==> src/rtl/muldiv_pkg.sv <==
// Shared definitions for the RV32M iterative multiply/divide unit:
// funct3 op codes, FSM state encoding and the iteration count.
package muldiv_pkg;

  localparam int ITER_COUNT = 32;

  localparam logic [2:0] F3_MUL    = 3'b000;
  localparam logic [2:0] F3_MULH   = 3'b001;
  localparam logic [2:0] F3_MULHSU = 3'b010;
  localparam logic [2:0] F3_MULHU  = 3'b011;
  localparam logic [2:0] F3_DIV    = 3'b100;
  localparam logic [2:0] F3_DIVU   = 3'b101;
  localparam logic [2:0] F3_REM    = 3'b110;
  localparam logic [2:0] F3_REMU   = 3'b111;

  typedef enum logic [1:0] {
    ST_IDLE = 2'd0,
    ST_CALC = 2'd1,
    ST_DONE = 2'd2
  } state_e;

  // rs1 is treated as two's complement for these ops.
  function automatic logic rs1_signed(input logic [2:0] f3);
    return (f3 == F3_MULH) || (f3 == F3_MULHSU) || (f3 == F3_DIV) || (f3 == F3_REM);
  endfunction

  function automatic logic rs2_signed(input logic [2:0] f3);
    return (f3 == F3_MULH) || (f3 == F3_DIV) || (f3 == F3_REM);
  endfunction

endpackage

==> src/rtl/muldiv_div_step.sv <==
// One combinational restoring-divide iteration: shift the next dividend bit
// into the partial remainder and subtract the divisor if it fits.
module muldiv_div_step
  import muldiv_pkg::*;
#(
  parameter int W = 32
) (
  input  logic [W-1:0] rem_i,
  input  logic [W-1:0] quo_i,
  input  logic [W-1:0] divisor_i,
  output logic [W-1:0] rem_o,
  output logic [W-1:0] quo_o
);

  logic [W:0]   shifted;
  logic [W+1:0] diff;

  assign shifted = {rem_i, quo_i[W-1]};
  assign diff    = {1'b0, shifted} - {2'b00, divisor_i};

  always_comb begin
    if (diff[W+1]) begin
      rem_o = shifted[W-1:0];
      quo_o = {quo_i[W-2:0], 1'b0};
    end else begin
      rem_o = diff[W-1:0];
      quo_o = {quo_i[W-2:0], 1'b1};
    end
  end

endmodule

==> src/rtl/muldiv_unit.sv <==
// Iterative RV32M multiply/divide unit with fixed 33-edge latency.
// Define MULDIV_DIV_EN to include the divider; otherwise divide ops report illegal.
module muldiv_unit
  import muldiv_pkg::*;
#(
  parameter int XLEN = 32
) (
  input  logic            clk,
  input  logic            reset,
  input  logic            start,
  input  logic            kill,
  input  logic [2:0]      funct3,
  input  logic [XLEN-1:0] rs1_data,
  input  logic [XLEN-1:0] rs2_data,
  input  logic [4:0]      rd_in,
  output logic            busy,
  output logic            done,
  output logic [XLEN-1:0] result,
  output logic [4:0]      rd_out,
  output logic            write_enable,
  output logic            illegal
);

  state_e              state_q, state_d;
  logic [5:0]          cnt_q, cnt_d;
  logic [2:0]          op_q, op_d;
  logic [4:0]          rd_q, rd_d, rd_out_q, rd_out_d;
  logic [2*XLEN-1:0]   acc_q, acc_d;
  logic [XLEN-1:0]     opnd_q, opnd_d, result_q, result_d;
  logic                neg_q, neg_d, illegal_q, illegal_d;
`ifdef MULDIV_DIV_EN
  logic                rem_neg_q, rem_neg_d;
  logic [XLEN-1:0]     div_rem, div_quo;
`endif

  logic                a_neg, b_neg;
  logic [XLEN-1:0]     a_mag, b_mag;
  logic [XLEN:0]       mul_sum;
  logic [2*XLEN-1:0]   prod_fix;
  logic [XLEN-1:0]     fin_result;
  logic                fin_illegal;

  assign a_neg = rs1_signed(funct3) & rs1_data[XLEN-1];
  assign b_neg = rs2_signed(funct3) & rs2_data[XLEN-1];
  assign a_mag = a_neg ? -rs1_data : rs1_data;
  assign b_mag = b_neg ? -rs2_data : rs2_data;

  // acc holds {high, low}: multiplier bits shift out of low, product grows into high.
  assign mul_sum  = {1'b0, acc_q[2*XLEN-1:XLEN]} + {1'b0, (acc_q[0] ? opnd_q : '0)};
  assign prod_fix = neg_q ? -acc_q : acc_q;

`ifdef MULDIV_DIV_EN
  muldiv_div_step #(.W(XLEN)) u_div_step (
    .rem_i     (acc_q[2*XLEN-1:XLEN]),
    .quo_i     (acc_q[XLEN-1:0]),
    .divisor_i (opnd_q),
    .rem_o     (div_rem),
    .quo_o     (div_quo)
  );
`endif

  always_comb begin
    fin_result  = '0;
    fin_illegal = 1'b0;
    case (op_q)
      F3_MUL:                       fin_result = prod_fix[XLEN-1:0];
      F3_MULH, F3_MULHSU, F3_MULHU: fin_result = prod_fix[2*XLEN-1:XLEN];
`ifdef MULDIV_DIV_EN
      // Divide by zero forces all-ones quotient regardless of sign.
      F3_DIV:  fin_result = (opnd_q == '0) ? '1 :
                            (neg_q ? -acc_q[XLEN-1:0] : acc_q[XLEN-1:0]);
      F3_DIVU: fin_result = acc_q[XLEN-1:0];
      F3_REM:  fin_result = rem_neg_q ? -acc_q[2*XLEN-1:XLEN] : acc_q[2*XLEN-1:XLEN];
      F3_REMU: fin_result = acc_q[2*XLEN-1:XLEN];
      default: fin_result = '0;
`else
      default: fin_illegal = 1'b1;
`endif
    endcase
  end

  // NOTE: every always_comb output gets a default first so no path infers a latch.
  always_comb begin
    state_d   = state_q;
    cnt_d     = cnt_q;
    op_d      = op_q;
    rd_d      = rd_q;
    acc_d     = acc_q;
    opnd_d    = opnd_q;
    neg_d     = neg_q;
    result_d  = result_q;
    rd_out_d  = rd_out_q;
    illegal_d = illegal_q;
`ifdef MULDIV_DIV_EN
    rem_neg_d = rem_neg_q;
`endif
    if (kill) begin
      state_d = ST_IDLE;
    end else begin
      case (state_q)
        ST_IDLE: begin
          if (start) begin
            state_d = ST_CALC;
            cnt_d   = '0;
            op_d    = funct3;
            rd_d    = rd_in;
            neg_d   = a_neg ^ b_neg;
`ifdef MULDIV_DIV_EN
            rem_neg_d = a_neg;
`endif
            if (funct3[2]) begin
              acc_d  = {{XLEN{1'b0}}, a_mag};
              opnd_d = b_mag;
            end else begin
              acc_d  = {{XLEN{1'b0}}, b_mag};
              opnd_d = a_mag;
            end
          end
        end
        ST_CALC: begin
          if (cnt_q != 6'(ITER_COUNT)) begin
            cnt_d = cnt_q + 6'd1;
            if (!op_q[2]) acc_d = {mul_sum, acc_q[XLEN-1:1]};
`ifdef MULDIV_DIV_EN
            else          acc_d = {div_rem, div_quo};
`endif
          end else begin
            state_d   = ST_DONE;
            result_d  = fin_result;
            rd_out_d  = rd_q;
            illegal_d = fin_illegal;
          end
        end
        default: state_d = ST_IDLE;
      endcase
    end
  end

  // NOTE: sequential state uses non-blocking assignments so all registers update together.
  always_ff @(posedge clk or negedge reset) begin
    if (!reset) begin
      state_q   <= ST_IDLE;
      cnt_q     <= '0;
      op_q      <= '0;
      rd_q      <= '0;
      acc_q     <= '0;
      opnd_q    <= '0;
      neg_q     <= 1'b0;
      result_q  <= '0;
      rd_out_q  <= '0;
      illegal_q <= 1'b0;
`ifdef MULDIV_DIV_EN
      rem_neg_q <= 1'b0;
`endif
    end else begin
      state_q   <= state_d;
      cnt_q     <= cnt_d;
      op_q      <= op_d;
      rd_q      <= rd_d;
      acc_q     <= acc_d;
      opnd_q    <= opnd_d;
      neg_q     <= neg_d;
      result_q  <= result_d;
      rd_out_q  <= rd_out_d;
      illegal_q <= illegal_d;
`ifdef MULDIV_DIV_EN
      rem_neg_q <= rem_neg_d;
`endif
    end
  end

  assign busy         = (state_q != ST_IDLE);
  assign done         = (state_q == ST_DONE);
  assign result       = result_q;
  assign rd_out       = rd_out_q;
  assign illegal      = done & illegal_q;
  assign write_enable = done & ~illegal_q & (rd_out_q != 5'd0);

endmodule

==> config.mk <==
export PLATFORM = sky130hd
export DESIGN_NAME = muldiv_unit
export DESIGN_NICKNAME = d
export VERILOG_FILES = /design/src/rtl/muldiv_pkg.sv /design/src/rtl/muldiv_div_step.sv /design/src/rtl/muldiv_unit.sv
export SDC_FILE = /design/constraint.sdc
export NUM_CORES = 1
export LEC_CHECK = 0
export CAP_MARGIN = 20
export CORE_ASPECT_RATIO = 0.7
export CORE_MARGIN = 2
export CORE_UTILIZATION = 50
export CTS_BUF_LIST = sky130_fd_sc_hd__clkbuf_16
export CTS_CLUSTER_SIZE = 25
export DETAILED_ROUTE_END_ITERATION = 10
export DONT_BUFFER_PORTS = 1
export GPL_TIMING_DRIVEN = 0
export PLACE_DENSITY = 0.61
export SETUP_SLACK_MARGIN = 0.15
export SLEW_MARGIN = 20
export SYNTH_ARGS = -nofsm -noshare
export SYNTH_HDL_FRONTEND = slang
export SYNTH_HIERARCHICAL = 1
export SYNTH_SLANG_ARGS = --single-unit
==> constraint.sdc <==
create_clock -name clk -period 6.3 [get_ports clk]
set_input_delay 1.26 -clock clk [delete_from_list [all_inputs] [get_ports clk]]
set_output_delay 1.26 -clock clk [all_outputs]
set_load 0.005 [all_outputs]
# Yosys cells after proc, flatten, opt, wreduce, memory -nomap -nowiden
# Cells that the tools add are included.
# word_totals
in_bits	76
output_inout_bits	41
elab_cells	75
reg_bits	151
# op_classes
mux	19
n_addsub	5
reduce_logical	17
n_bitwise	9
eq_ne	15
# op_table
op	count
$mux 64	4
$mux 32	5
$pmux 64 s2	1
$neg 32->32	2
$neg 64->64	1
$pmux 32 s2	1
$add 32x32->33	1
$mux 6	2
$pmux 6 s2	1
$eq 3x2->1 const B	3
$add 6x1->6 const B	1
$eq 3x1->1 const B	2
$eq 3x3->1 const B	2
$mux 2	3
$ne 2x2->1 const B	3
$ne 3x3->1 const B	2
$ne 6x6->1 const B	1
$reduce_and 3->1	2
$and 1x1->1	5
$logic_or 1x1->1	5
$reduce_and 5->1	1
$reduce_bool 5->1	1
$pmux 2 s2	1
$reduce_and 4->1	1
other kinds (11)	14

# Longest topological paths before layout
# Gate-level depths: netlist (run 1).
# logic_depth
depth_word	9
mapped_depth	13
ltp_nobuf	11

# Worst setup path after synthesis (run 1)
# Ideal clock, no wire load.
# synth_path
kind	input-to-reg
start	input port rs2_data[17]
end	register acc_q[24]
setup_time_ns	0.126
path_buffers	0
slack_ns	2.799
stages	7
arrival_ns	3.375
required_ns	6.174
path_cell_list	or4_1 > or4b_2 > nor4_2 > nor2_1 > xnor2_1 > mux2i_1 > a221o_1
# synth_between
elab_chain_len	5
# synth_rtl
item	line	text
start, declared	muldiv_unit.sv:14	input logic [XLEN-1:0] rs2_data,
$neg 32->32	muldiv_unit.sv:46	assign b_mag = b_neg ? -rs2_data : rs2_data;
$mux 32	muldiv_unit.sv:46	
$mux 32	muldiv_unit.sv:111	if (funct3[2]) begin
$mux 64	muldiv_unit.sv:102	if (start) begin
$pmux 64 s2	muldiv_unit.sv:100	case (state_q)
end signal, assigned	muldiv_unit.sv:146	acc_q <= '0;
end signal, assigned	muldiv_unit.sv:160	acc_q <= acc_d;
end, declared	muldiv_unit.sv:28	logic [2*XLEN-1:0] acc_q, acc_d;
# Every way passes these cells. The select of a mux whose other input is x is not followed.
# A chain may end at the register's enable or synchronous reset.

# Final worst setup path (run 1)
# layout_path
start	register acc_q[0]
end	register acc_q[57]
# layout_between
elab_chain_len	5
# layout_rtl
item	line	text
$mux 32	muldiv_unit.sv:49	assign mul_sum = {1'b0, acc_q[2*XLEN-1:XLEN]} + {1'b0, (acc_q[0] ? opnd_q : '0)};
$add 32x32->33	muldiv_unit.sv:49	
$mux 64	muldiv_unit.sv:123	if (!op_q[2]) acc_d = {mul_sum, acc_q[XLEN-1:1]};
$mux 64	muldiv_unit.sv:121	if (cnt_q != 6'(ITER_COUNT)) begin
$pmux 64 s2	muldiv_unit.sv:100	
# Every way passes these cells. The select of a mux whose other input is x is not followed.

==> impl_metrics.tcl, run 1 <==
set metrics [dict create \
    synth-seq-cells 151 \
    outcome "completed" \
    synth.area.mux_share_pct 1.653 \
    netlist_instances 1379 \
    cap_violations 0 \
    fin_skew_ns 0.008412 \
    cts_resized 0 \
    synth_compound_area_share_pct 24.53 \
    root_buffer "clkbuf_16" \
    clock_latency_ns 0.45 \
    hold_path_class "reg2reg" \
    drt_iter0_markers 1413 \
    synth-simple-area-share_pct 22.37 \
    worst_path_most_repeated_cell "clkbuf_1" \
    async_flop_share_pct 100.0 \
    wl_per_cell_um 24.83 \
    rsz0062_at_grt "false" \
    yosysSeqAreaShare_pct 33.28 \
    max_slew.worst_pin.slew_ns 1.141 \
    clkSlewWorstSetupHoldPaths_ns 0.07 \
    grt_start_max_net_pins 152 \
    hpwl_mm 32.80 \
    cp-end-kind "flip-flop" \
    syn_avg_cell_area_um2 8.233 \
    crit_required_ns 6.61 \
    finalSetupViolCount 0 \
    clock_sinks 151 \
    preCtsSetupSlack_ns 2.022 \
    die_y_um 130.1 \
    syn_to_final_growth_pct 8.706 \
    num_rows 46 \
    critPathMaxFanout 10 \
    critPathLaunchType "flip-flop" \
    cts_tree "done" \
    hold_viol 0 \
    cts_buffers 17 \
    die_width_um 184.1 \
    critical_path.slowest_cell "o21ai_0" \
    period_minus_slack_ns 4.299 \
    synth.distinct_cells 73 \
    crit_arrival_ns 4.61 \
    grt_antenna_before_repair 0 \
    wl_mm 42.23 \
    insertedDiodeCount 0 \
    synthTopCellsByArea "dfrtp_1, o21ai_0, xnor2_1" \
    globalRouteOverflowTotal 0 \
    vias_per_cell 6.617 \
    holdBufCountCts 0 \
    nNetsFinal 1514 \
    grtUsageMet1_pct 54.19 \
    core_area_um2 22450 \
    syn_nets 1493 \
    ioPinCount 117 \
    fin_ws_ns 2.001 \
    fmax_mhz 232.6 \
    slew_headroom_pct 23.92 \
    tns_ns 0 \
    synth_largest_area_cell "dfrtp_1" \
    synth_xor_area_share_pct 10.26 \
    cts_buffer_depth 2 \
    gp_congestion 0.9446 \
    synth_top_family_by_area "compound AO/OA/AOI/OAI gates" \
    dieArea_um2 23950 \
    grt_pass1_vias 10160 \
    synth_top_area_share_pct 33.28 \
    grt-busiest-layer "met1" \
    synth_edf_count 0 \
    cp_slowest_stage_delay_ns 0.63 \
    slew_violations 0 \
    grt_usage_pct 35.68 \
    yosys.area_share.adder_pct 4.254 \
    syn-cell-area_um2 11350 \
    layout.cell_area.non_filler_um2 12340 \
    ir_worst_vdd_v 0.0002170 \
    use_met2_pct 49.66 \
    drtAntennaViolNets 0 \
    cts_max_level 4 \
    drtPass1Iterations 8 \
    portBuffers 0 \
    drive_gt1_share_pct 4.529 \
    powerDensity_nw_per_um2 353.6 \
    finalCritPeriodShare_pct 68.24 \
    grt_pass1_wl_mm 63.11 \
    worstPathCellList "clkbuf_1 > clkbuf_1 > and2_1 > ha_1 > clkbuf_1 > a21oi_1 > o21ai_0 > nor2_1 > or4_1 > o21ai_1 > a31oi_1 > or3_1" \
    cts_setup_buffers 0 \
    initial_utilization_pct 50.58 \
    placed_area_um2 11740 \
    dr_total_vias 11260 \
    p_leak_nw 5.069 \
    synth-main-ff-cell "dfrtp_1" \
    gr-usage-met3_pct 8.792 \
    drc 0 \
    yosysWarningCount 6 \
    critPathKind "reg2reg" \
]
## kinds of logic after synthesis
logic type / count (synthesis)
simple gates: 503
xor+xnor: 133
buf+inv: 110
fa+ha+maj: 38
flops: 151
mux: 18
compound gates: 426
## state kept, by name (all words and copies together), names as in the netlist
signal	count
op_q	3
rd_q	5
opnd_q	32
acc_q	64
state_q	2
rd_out	5
result	32
cnt_q	6
neg_q	1
illegal_q	1
## cell usage in the layout (no fill, tap or decap), drive strengths merged, types with 29 or more instances in the layout
cell,count
dfrtp,151
nand2,148
o21ai,148
nor2,102
clkbuf,90
a21oi,70
xnor2,69
xor2,64
nand3,49
a22oi,41
ha,37
and2,36
inv,33
o221ai,31
o31ai,30
nor3,29
## cells in the mapped netlist, types with 35 or more instances
library cell  instances
a21oi_1              70
a22oi_1              41
and2_1               35
clkbuf_1             73
dfrtp_1             151
ha_1                 37
nand2_1             148
nand3_1              49
nor2_1              102
o21ai_0             143
xnor2_1              69
xor2_1               64
## stage by stage
step	power (W)	hold WS (ns)	cells	utilization [%]
after floorplan	0.002657	0.4386	1379	-
after global placement	0.003216	0.4545	1667	52.19
after detailed placement	0.003224	0.4543	1669	52.31
after CTS	0.004299	0.4715	1701	54.98
after global routing	0.004602	0.4876	1701	54.98
final	0.004364	0.4702	1701	54.98
## critical path, delay by kind of cell, from the launching register on
| family | cells | cell delay (ns) |
|---|---|---|
| buffers and inverters | 3 | 0.92 |
| DFF | 1 | 0.32 |
| adders and majority gates | 1 | 0.14 |
| and+or+nand+nor | 4 | 1.48 |
| AOI/OAI and AO/OA | 4 | 1.31 |
## final timing paths
check                      slack (ns)  cells after the start  startpoint         to
setup / recovery                 2.00                     12    acc_q[0]  acc_q[57]
hold / removal                   0.47                      2     rd_q[4]  rd_out[4]
setup reg to reg                 2.00                     12    acc_q[0]  acc_q[57]
hold reg to reg                  0.47                      2     rd_q[4]  rd_out[4]
max in group asynchronous        5.58                      0       reset  acc_q[62]
min in group asynchronous        0.51                      0       reset   cnt_q[2]
## report_power, final
group	internal, W	switching (W)	total [W]
logic	0.000671	0.00112	0.00179
clock network	0.000624	0.000452	0.00108
registers	0.00117	0.000327	0.00150
## area by class of cell
class	instances	area (um2)
buffer	80	301.5
clock buffer	17	425.4
clock inverter	15	173.9
fill	2115	10100
inverter	30	112.6
multi-input combinational	1118	7179
sequential	151	3779
tap	288	360.3
timing repair buffer	2	10.01
## layer usage
layer  wire (um)  part of all wire [%]
met1       20010                    47
met3        4318                    10
met2       16840                    40
met5           0                     0
met4        1069                   2.5
No activity file was read; power rests on OpenSTA's default activity.
==> run 2: changes to the inputs <==
==> constraint.sdc (replaced) <==
create_clock -name clk -period 4.3 [get_ports clk]
set_input_delay 0.86 -clock clk [delete_from_list [all_inputs] [get_ports clk]]
set_output_delay 0.86 -clock clk [all_outputs]
set_load 0.005 [all_outputs]
==> run 2 against run 1 <==
  * Cell count stayed put
  * Wire length is 0.10% higher
  * Non-clock buffer count stayed put
  * Critical path depth is 1 lower
  * Clock power is 45% higher
  * Clock skew is 0.00053 ns lower
  * First-iteration DRC count is 2.3% lower
  * Register-to-register slack worse by 1.5 ns
  * Worst hold slack worse by 0.36 ns
  * Critical endpoint is now acc_q[51]
==> impl_metrics.tcl, run 2 (synthesis results as in run 1) <==
set metrics [dict create \
    critPathKind "reg2reg" \
    drtPass1Iterations 5 \
    drive_gt1_share_pct 4.742 \
    portBuffers 0 \
    fmax_mhz 261.9 \
    top_register "acc_q" \
    grt_usage_pct 35.68 \
    layout.cell_area.non_filler_um2 12360 \
    worstPathCellList "clkbuf_1 > clkbuf_1 > and2_1 > ha_1 > a21o_1 > a21o_1 > and2_0 > a311oi_1 > o21ai_0 > xnor2_1 > o21ai_0" \
    slew_headroom_pct 26.73 \
    grt_antenna_before_repair 0 \
    cts_tree "done" \
    ir_worst_vdd_v 0.0003148 \
    die_y_um 130.1 \
    p_leak_nw 5.078 \
    largest_register_ffs 64 \
    p_int_w 0.003620 \
    crit_arrival_ns 4.11 \
    fin_skew_ns 0.007882 \
    dr_total_vias 11340 \
    hold_viol 0 \
    netSwitchingFraction_pct 43.40 \
    num_rows 46 \
    finalCritPeriodShare_pct 88.79 \
    pwr-share-seq_pct 34.4 \
    dieArea_um2 23950 \
    preCtsSetupSlack_ns 0.1552 \
    final_common_cell "dfrtp_1" \
    power_w 0.006395 \
    hpwl_mm 32.80 \
    nNetsFinal 1514 \
    gp_congestion 0.9446 \
    drt_iter0_markers 1380 \
    clock_sinks 151 \
    wl_mm 42.27 \
    syn_to_final_growth_pct 8.893 \
    drtAntennaViolNets 0 \
    powerDensity_nw_per_um2 517.3 \
    pwr-share-clk_pct 24.6 \
    outcome "completed" \
    crit_required_ns 4.59 \
    grt_pass1_wl_mm 63.11 \
    critical_path.slowest_cell "a311oi_1" \
    clkSlewWorstSetupHoldPaths_ns 0.07 \
    grt_start_max_net_pins 152 \
    drc 0 \
    die_width_um 184.1 \
    period_minus_slack_ns 3.818 \
    holdBufCountCts 0 \
    initial_utilization_pct 50.58 \
    cts_buffers 17 \
    placed_area_um2 11740 \
    cp-end-kind "flip-flop" \
    critPathLaunchType "flip-flop" \
    core_area_um2 22450 \
    critPathMaxFanout 10 \
    cts_buffer_depth 2 \
    fin_ws_ns 0.4820 \
    globalRouteOverflowTotal 0 \
    r2r_slack_ns 0.48 \
    grt_pass1_vias 10160 \
    wl_per_cell_um 24.85 \
    power_switching_w 0.002776 \
    finalSetupViolCount 0 \
    final_cell_mix "dfrtp_1, nand2_1, o21ai_0" \
    p_comb_share_pct 41.0 \
    root_buffer "clkbuf_16" \
    max_slew.worst_pin.slew_ns 1.099 \
    cts_max_level 4 \
    cp_slowest_stage_delay_ns 0.87 \
    hold_path_class "in2async" \
    slew_violations 0 \
    cap_violations 0 \
    insertedDiodeCount 0 \
    ioPinCount 117 \
    rsz0062_at_grt "false" \
    vias_per_cell 6.665 \
    clock_latency_ns 0.44 \
]
==> run 2: final cells by class <==
class	count	area [um2]
inverter	30	112.6
clock buffer	17	425.4
sequential	151	3779
multi-input combinational	1118	7199
fill	2113	10080
buffer	80	302.8
timing repair buffer	2	10.01
clock inverter	15	173.9
tap	288	360.3
==> run 2: per-layer routing <==
metal / global-route usage [%] / wire (um) / vias to the layer above
met5: 0 / 0 / -
met4: 10.31 / 1120 / 0
met3: 8.792 / 4350 / 59
met2: 49.66 / 16890 / 574
met1: 54.19 / 19910 / 5579
li1: - / - / 5125
==> run 2: worst max-delay path: cells and delay by family (launching register included) <==
kind            cells  cell delay (ns)
compound gates      5             1.71
xor+xnor            1             0.22
fa+ha+maj           1             0.33
buf+inv             2             0.64
flops               1             0.32
simple gates        2             0.44
==> run 2: final timing paths <==
kind                            startpoint         to  cells after the start
worst max-delay path              acc_q[0]  acc_q[51]                     11
worst min register to register     rd_q[4]  rd_out[4]                      2
max in group asynchronous            reset  acc_q[62]                      0
worst max register to register    acc_q[0]  acc_q[51]                     11
min in group clk                   rd_q[4]  rd_out[4]                      2
worst min-delay path                 reset   cnt_q[2]                      0
==> run 2: power groups by stage <==
stage                     logic (W)  clock network, W  registers [W]
final                       0.00262           0.00157        0.00220
after global routing        0.00286           0.00166        0.00223
after CTS                   0.00255           0.00158        0.00218
after detailed placement    0.00252                 0        0.00220
after global placement      0.00252                 0        0.00220
after floorplan             0.00188                 0        0.00201
==> run 2: what timing repair did <==
item,CTS,global route
gates resized for setup,1,6
endpoints found under the setup margin,1,9
setup buffers,0,0
pin swaps,0,0
==> run 2: stage by stage <==
stage	hold WS [ns]	cells	util (%)	setup TNS [ns]
after CTS	0.1013	1701	54.98	0
final	0.1088	1701	55.08	0
after detailed placement	0.4543	1669	52.31	0
after global routing	0.08757	1701	55.08	0
after floorplan	0.4386	1379	-	0
after global placement	0.4545	1667	52.19	-9.299
